## config.mk

```make
export PLATFORM = sky130hd
export DESIGN_NAME = cpu
export DESIGN_NICKNAME = d
export VERILOG_FILES = /design/src/rtl/cpu.sv
export SDC_FILE = /design/constraint.sdc
export NUM_CORES = 2
export LEC_CHECK = 0
export CORE_ASPECT_RATIO = 1.4
export CORE_MARGIN = 4
export CORE_UTILIZATION = 55
export CTS_BUF_LIST = sky130_fd_sc_hd__clkbuf_4
export CTS_CLUSTER_DIAMETER = 200
export DETAILED_ROUTE_END_ITERATION = 16
export GPL_TIMING_DRIVEN = 1
export PLACE_DENSITY = 0.78
export SLEW_MARGIN = 25
export SYNTH_ARGS = -nofsm -noshare
export SYNTH_HDL_FRONTEND = slang
export SYNTH_SLANG_ARGS = --single-unit
```

## constraint.sdc

```tcl
create_clock -name clk -period 7.7 [get_ports clk]
set_input_delay 1.155 -clock clk [delete_from_list [all_inputs] [get_ports clk]]
set_output_delay 1.155 -clock clk [all_outputs]
set_load 0.01 [all_outputs]
```

## src/rtl/cpu.sv

```systemverilog
// cpu: multi-cycle 32-bit load/store core sharing one word-addressed memory port
// for fetch and data. Defining CPU_MUL_EN enables the MUL instruction (opcode 0x10).
module cpu (
    input  logic        clk,
    input  logic        rst,
    input  logic [31:0] din,
    output logic [31:0] dout,
    output logic [15:0] addr,
    output logic        rw
);

    localparam logic [1:0] S_FETCH = 2'd0;
    localparam logic [1:0] S_EXEC  = 2'd1;
    localparam logic [1:0] S_MEM   = 2'd2;
    localparam logic [1:0] S_HALT  = 2'd3;

    localparam logic [5:0] OP_ADD  = 6'h01;
    localparam logic [5:0] OP_SUB  = 6'h02;
    localparam logic [5:0] OP_AND  = 6'h03;
    localparam logic [5:0] OP_OR   = 6'h04;
    localparam logic [5:0] OP_XOR  = 6'h05;
    localparam logic [5:0] OP_SHL  = 6'h06;
    localparam logic [5:0] OP_SHR  = 6'h07;
    localparam logic [5:0] OP_ADDI = 6'h08;
    localparam logic [5:0] OP_LUI  = 6'h09;
    localparam logic [5:0] OP_LD   = 6'h0A;
    localparam logic [5:0] OP_ST   = 6'h0B;
    localparam logic [5:0] OP_BEQ  = 6'h0C;
    localparam logic [5:0] OP_BNE  = 6'h0D;
    localparam logic [5:0] OP_JMP  = 6'h0E;
    localparam logic [5:0] OP_HALT = 6'h0F;
`ifdef CPU_MUL_EN
    localparam logic [5:0] OP_MUL  = 6'h10;
`endif

    logic [1:0]  state_q, state_d;
    logic [15:0] pc_q, pc_d;
    logic [31:0] ir_q, ir_d;
    logic [31:0] regs_q [8];
    logic [31:0] regs_d [8];

    logic [5:0]  op;
    logic [2:0]  rd, rs1, rs2;
    logic [15:0] imm;
    logic [31:0] simm;
    logic [31:0] rd_val, rs1_val, rs2_val;
    logic [15:0] ea;
    logic [31:0] alu_res;
    logic        alu_wr;
    logic        st_mem;

    assign op      = ir_q[31:26];
    assign rd      = ir_q[25:23];
    assign rs1     = ir_q[22:20];
    assign rs2     = ir_q[19:17];
    assign imm     = ir_q[15:0];
    assign simm    = {{16{imm[15]}}, imm};
    assign rd_val  = regs_q[rd];
    assign rs1_val = regs_q[rs1];
    assign rs2_val = regs_q[rs2];
    // Only the low 16 bits of rs1+simm form the address, so a 16-bit add suffices.
    assign ea      = rs1_val[15:0] + imm;

    always_comb begin
        alu_res = '0;
        alu_wr  = 1'b0;
        case (op)
            OP_ADD:  begin alu_res = rs1_val + rs2_val;        alu_wr = 1'b1; end
            OP_SUB:  begin alu_res = rs1_val - rs2_val;        alu_wr = 1'b1; end
            OP_AND:  begin alu_res = rs1_val & rs2_val;        alu_wr = 1'b1; end
            OP_OR:   begin alu_res = rs1_val | rs2_val;        alu_wr = 1'b1; end
            OP_XOR:  begin alu_res = rs1_val ^ rs2_val;        alu_wr = 1'b1; end
            OP_SHL:  begin alu_res = rs1_val << rs2_val[4:0];  alu_wr = 1'b1; end
            OP_SHR:  begin alu_res = rs1_val >> rs2_val[4:0];  alu_wr = 1'b1; end
            OP_ADDI: begin alu_res = rs1_val + simm;           alu_wr = 1'b1; end
            OP_LUI:  begin alu_res = {imm, 16'h0000};          alu_wr = 1'b1; end
`ifdef CPU_MUL_EN
            OP_MUL:  begin alu_res = rs1_val * rs2_val;        alu_wr = 1'b1; end
`endif
            default: ;
        endcase
    end

    always_comb begin
        state_d = state_q;
        pc_d    = pc_q;
        ir_d    = ir_q;
        for (int i = 0; i < 8; i++) begin
            regs_d[i] = regs_q[i];
        end
        case (state_q)
            S_FETCH: begin
                ir_d    = din;
                pc_d    = pc_q + 16'd1;
                state_d = S_EXEC;
            end
            S_EXEC: begin
                state_d = S_FETCH;
                if (alu_wr) begin
                    regs_d[rd] = alu_res;
                end
                case (op)
                    OP_BEQ:  if (rd_val == rs1_val) pc_d = pc_q + imm;
                    OP_BNE:  if (rd_val != rs1_val) pc_d = pc_q + imm;
                    OP_JMP:  pc_d = imm;
                    OP_LD,
                    OP_ST:   state_d = S_MEM;
                    OP_HALT: state_d = S_HALT;
                    default: ;
                endcase
            end
            S_MEM: begin
                if (op == OP_LD) begin
                    regs_d[rd] = din;
                end
                state_d = S_FETCH;
            end
            default: ;
        endcase
        regs_d[0] = '0;
    end

    always_ff @(posedge clk) begin
        if (!rst) begin
            state_q <= S_FETCH;
            pc_q    <= '0;
            ir_q    <= '0;
            for (int i = 0; i < 8; i++) begin
                regs_q[i] <= '0;
            end
        end else begin
            state_q <= state_d;
            pc_q    <= pc_d;
            ir_q    <= ir_d;
            for (int i = 0; i < 8; i++) begin
                regs_q[i] <= regs_d[i];
            end
        end
    end

    // Reset gates the write strobe combinationally so memory is safe mid-store.
    assign st_mem = (state_q == S_MEM) && (op == OP_ST);
    assign rw     = ~(rst & st_mem);
    assign addr   = (state_q == S_MEM) ? ea : pc_q;
    assign dout   = st_mem ? rd_val : 32'h0;

endmodule

```

### Word-level counts from Yosys, hierarchy flattened

Memories as Yosys holds them, arrays and structs flattened. A register that Yosys moved wholly into a read port is not among the register bits.
Cells that the tools add are included.

* bitwise gates (word level): 14
* shift-type cells: 2
* add/sub/neg operators: 6
* multiplexer cells: 33
* order comparisons: 2
* reduce and logical (&&, ||, !) cells: 8
* equality and inequality tests: 22

Operators by type and width (number)
* $bwmux 256: 2
* $mux 224: 2
* $pmux 224 s2: 1
* $mux 32: 10
* $pmux 32 s9: 1
* $demux 32 s3: 1
* $add 32x32->32: 2
* $eq 6x4->1 const B: 8
* $mux 16: 3
* $pmux 16 s3: 1
* $add 16x16->16: 2
* $and 32x32->32: 1
* $eq 32x32->1: 1
* $ne 32x32->1: 1
* $or 32x32->32: 1
* $pmux 16 s2: 1
* $shl 32x5->32: 1
* $shr 32x5->32: 1
* $sub 32x32->32: 1
* $xor 32x32->32: 1
* $eq 6x3->1 const B: 4
* $mux 3: 6
* $add 16x1->16 const B: 1
* $eq 6x2->1 const B: 2
* other kinds (21): 32

* memories: 1
* register bits: 50
* bits in writable memories: 256
* output and inout bits: 49

Memories
* regs_q: words 8, width 32, read ports 11, clocked after Yosys merged registers in 3, write ports 8, RTL line 39 `logic [31:0] regs_q [8];`

### Depth between registers and ports, before layout

* word-level depth: 9
* gate-level depth with buffers: 29

### Worst setup path after synthesis

OpenSTA, ideal clock, no wires.

* kind: reg2reg
* start point: register (tool-made name)
* end point: memory regs_q[1][29]
* setup time: 61 ps
* required time: 7639 ps
* period minus slack after synthesis: 5961 ps
* path slack: 1739 ps
* data arrival time: 5900 ps
* path buffers: 6
* cell stages (with the launch flop): 28
* cell sequence: dfxtp_1 buf_6 buf_6 buf_2 mux2_2 a221o_1 nand2_1 buf_4 buf_2 buf_2 ha_1 nand4_1 nor4_1 nand3_1 nor4_1 xnor2_1 o221ai_1 ha_1 inv_1 o21bai_1 a21o_1 a21oi_1 o21ai_0 o21bai_1 a31oi_1 mux2_2 o21ai_1 a32o_1

RTL lines (RTL line)
* to (decl): 39

==> results.yml <==
route:
  drt_iter0_markers: 4226
  routed-via-count: 29200
  wl_met3_um: 15200
  ant_nets: 0
  drt-total-wl_um: 129000
  viasPerCell: 7.52
  drtPass1Iterations: 10
  post_drt_wl_per_cell_um: 33.2
  wl_met2_um: 55200
  drc: 0
  topRoutingLayerUsed: "met4"
  m1WireLength_um: 43000
final_layout:
  layout_common_cells: "mux2i_1, dfxtp_1, nand3_1, nor2_1, o21ai_0"
  multi_input_area_um2: 19000
  layout_commonest_cell: "mux2i_1"
  register_area_um2: 5660
  fill_cells: 4196
  utilization: 0.608
  final_nets: 3362
  area.growth.synth_to_final_pct: 9.43
  layout-drive-gt1-share: 0.141
timing:
  drv_slew: 0
  fmax_ghz: 0.132
  period_share: 0.985
  setup_ws_ns: 0.114
  worst_slew_pin_slew_ns: 1.22
  fin_crit_ns: 7.59
  hold_viol: 0
  slew_headroom: 0.179
  fin_tns_setup_ns: 0
  setup_violations: 0
  rsz0062_at_grt: "no"
  finClkSkew_ns: 0.0962
placement:
  gp_congestion: 1.08
  place_hpwl_um: 92800
  place_ws_ns: 0.363
  portBuffers: 82
run:
  cap_viol_max_count: 0
power_and_ir_drop:
  power_mw: 4.51
  p_leak_nw: 11.0
  power_density_nw_per_um2: 158
  irDropWorstVdd_v: 0.000155
clocking:
  root_buffer: "clkbuf_4"
  clk_pin_slew_ns: 0.08
  clock-sinks: 282
  cts_hold_buf: 0
  cts_tree: "built"
  clockBufferDepth: 3
  cts_inserted_buffers: 73
  clock_latency_ns: 0.89
  htreeDepth: 3
setup_path:
  slowest_delay_ns: 0.63
  slowest_stage: "clkdlybuf4s50_1"
  r2r-end: "regs_q[3][27]"
  path_class: "reg -> out"
  required_ns: 6.55
  arrival_ns: 6.43
  end_kind: "output pin"
  worst-r2r-cell-count: 18
  cp_cell_sequence: "buf_4 > mux2_2 > a221oi_1 > nand2b_1 > inv_1 > ha_1 > inv_1 > a21oi_1 > o21ai_0 > a21o_1 > a21oi_1 > o211ai_1 > a2111o_1 > and3_1 > o31ai_1 > clkdlybuf4s50_1"
  crit_family: "compound AO/OA/AOI/OAI gates"
  critical_path_peak_fanout: 36
  crit_buf_inv: 4
  cp-start-kind: "flip-flop"
  r2r_slack_ns: 0.27
grt:
  grt_pass1_vias: 28100
  grt_max_degree: 80
  antenna_found_initial: 3
  grtUsageTotal: 0.485
  grt_pass1_wl_um: 185000
  gr-total-overflow: 0
worst_hold_path:
  hp-class: "reg -> reg"
  hold_depth: 2
  min_from: "ir_q[18]"
logic_synthesis:
  synth.area.top_cells: "dfxtp_1, mux2i_1, ha_1"
  ys_seq_area_frac: 0.216
  synth_top_area_cell: "dfxtp_1"
  synth.avg_cell_area_um2: 8.20
  syn_area_um2: 26100
  synth-edff-count: 0
  yosys_warnings: 0
  syn_inst: 3186
  synthArstFlopShare: 0
  yosys_register_bits: 282
  syn-num-nets: 3355
  ys_types: 85
  synth_top_cell_area_share: 0.216
  synthFlopType: "dfxtp_1"
floorplan:
  die_y_um: 266
  die_area_um2: 51100
  num_rows: 94
  coreArea_um2: 47000
  initial_utilization: 0.556
  die_x_um: 192
  ios: 83
status:
  status: "finished clean"
==> sequential cells by signal (all words and copies together), names as in the netlist, named ones only <==
name / count
ir_q: 31
pc_q: 16
regs_q: 224
state_q: 2
==> layer usage <==
layer,vias to the layer above,GRT usage
li1,12300,-
met1,13600,0.540
met2,2467,0.742
met3,807,0.144
met4,0,0.433
met5,-,0.00385
==> metrics by stage <==
| stage | hold slack, ns | std cells | area, um2 |
|---|---|---|---|
| after floorplan | 0.457 | 3186 | 26100 |
| after global placement | 0.474 | 3738 | 27600 |
| after detailed placement | 0.493 | 3738 | 27600 |
| after CTS | 0.503 | 3867 | 28500 |
| after global routing | 0.530 | 3872 | 28600 |
| final | 0.504 | 3876 | 28600 |
==> logic make-up (layout without fill, tap and decap cells) <==
group	Yosys count	count (layout)	synth area share
compound gates	1014	1014	0.284
xor+xnor	100	100	0.0335
fa+ha+maj	135	135	0.0655
buf+inv	378	439	0.0604
flops	282	282	0.216
mux	472	472	0.192
other cells	0	5	0
simple gates	805	805	0.149
==> cell usage after synthesis, types with 16 or more instances <==
cell      count
a211oi_1     47
a21o_1       25
a21oi_1     137
a221o_1      71
a221oi_1    119
a221oi_2     22
a22oi_1      33
a31oi_1      18
and2_1       25
buf_1        19
buf_2        43
clkbuf_1    203
dfxtp_1     282
ha_1        132
inv_1        87
mux2_2      102
mux2i_1     341
nand2_1     142
nand2b_1     20
nand3_1     235
nand4_1      16
nor2_1      220
nor2b_1      19
nor3_1       39
o211a_1      16
o211ai_1     37
o21ai_0     189
o21ai_1      31
o221ai_1     24
o31ai_1     119
xnor2_1      81
xor2_1       19
==> what timing repair did <==
| item | 4_1_cts | 5_1_grt |
|---|---|---|
| resized for setup | 1 | 3 |
| pin swaps | 0 | 0 |
| endpoints found under the setup margin | 2 | 25 |
| setup buffers | 0 | 1 |
==> layout make-up <==
type,count,area share
Tap cell,624,0.0273
Timing Repair Buffer,217,0.0651
Inverter,93,0.0122
Antenna cell,5,0.000438
Multi-Input combinational cell,2526,0.666
Clock buffer,97,0.0255
Clock inverter,32,0.00582
Sequential cell,282,0.198
==> worst max path at each step <==
stage              start       endpoint  cells after the start
2_1_floorplan  flip-flop  regs_q[1][29]                     27
3_3_place_gp   flip-flop  regs_q[1][31]                     18
6_report       flip-flop       addr[14]                     16
5_1_grt        flip-flop       addr[14]                     16
4_1_cts        flip-flop       addr[15]                     16
3_5_place_dp   flip-flop  regs_q[1][31]                     18
==> worst min-delay path: stages, from the launching register on <==
cell	delay, ns
dfxtp_1	0.31
mux2i_1	0.06
nor2_1	0.10
==> power by group <==
part / total [mW] / switching, mW / internal [mW] / leakage, nW
Sequential: 1.58 / 0.0908 / 1.49 / 2.29
Combinational: 1.60 / 1.07 / 0.529 / 8.19
Clock: 1.33 / 0.733 / 0.602 / 0.531
Total: 4.51 / 1.89 / 2.62 / 11.0
(Power assumes the default switching activity.)
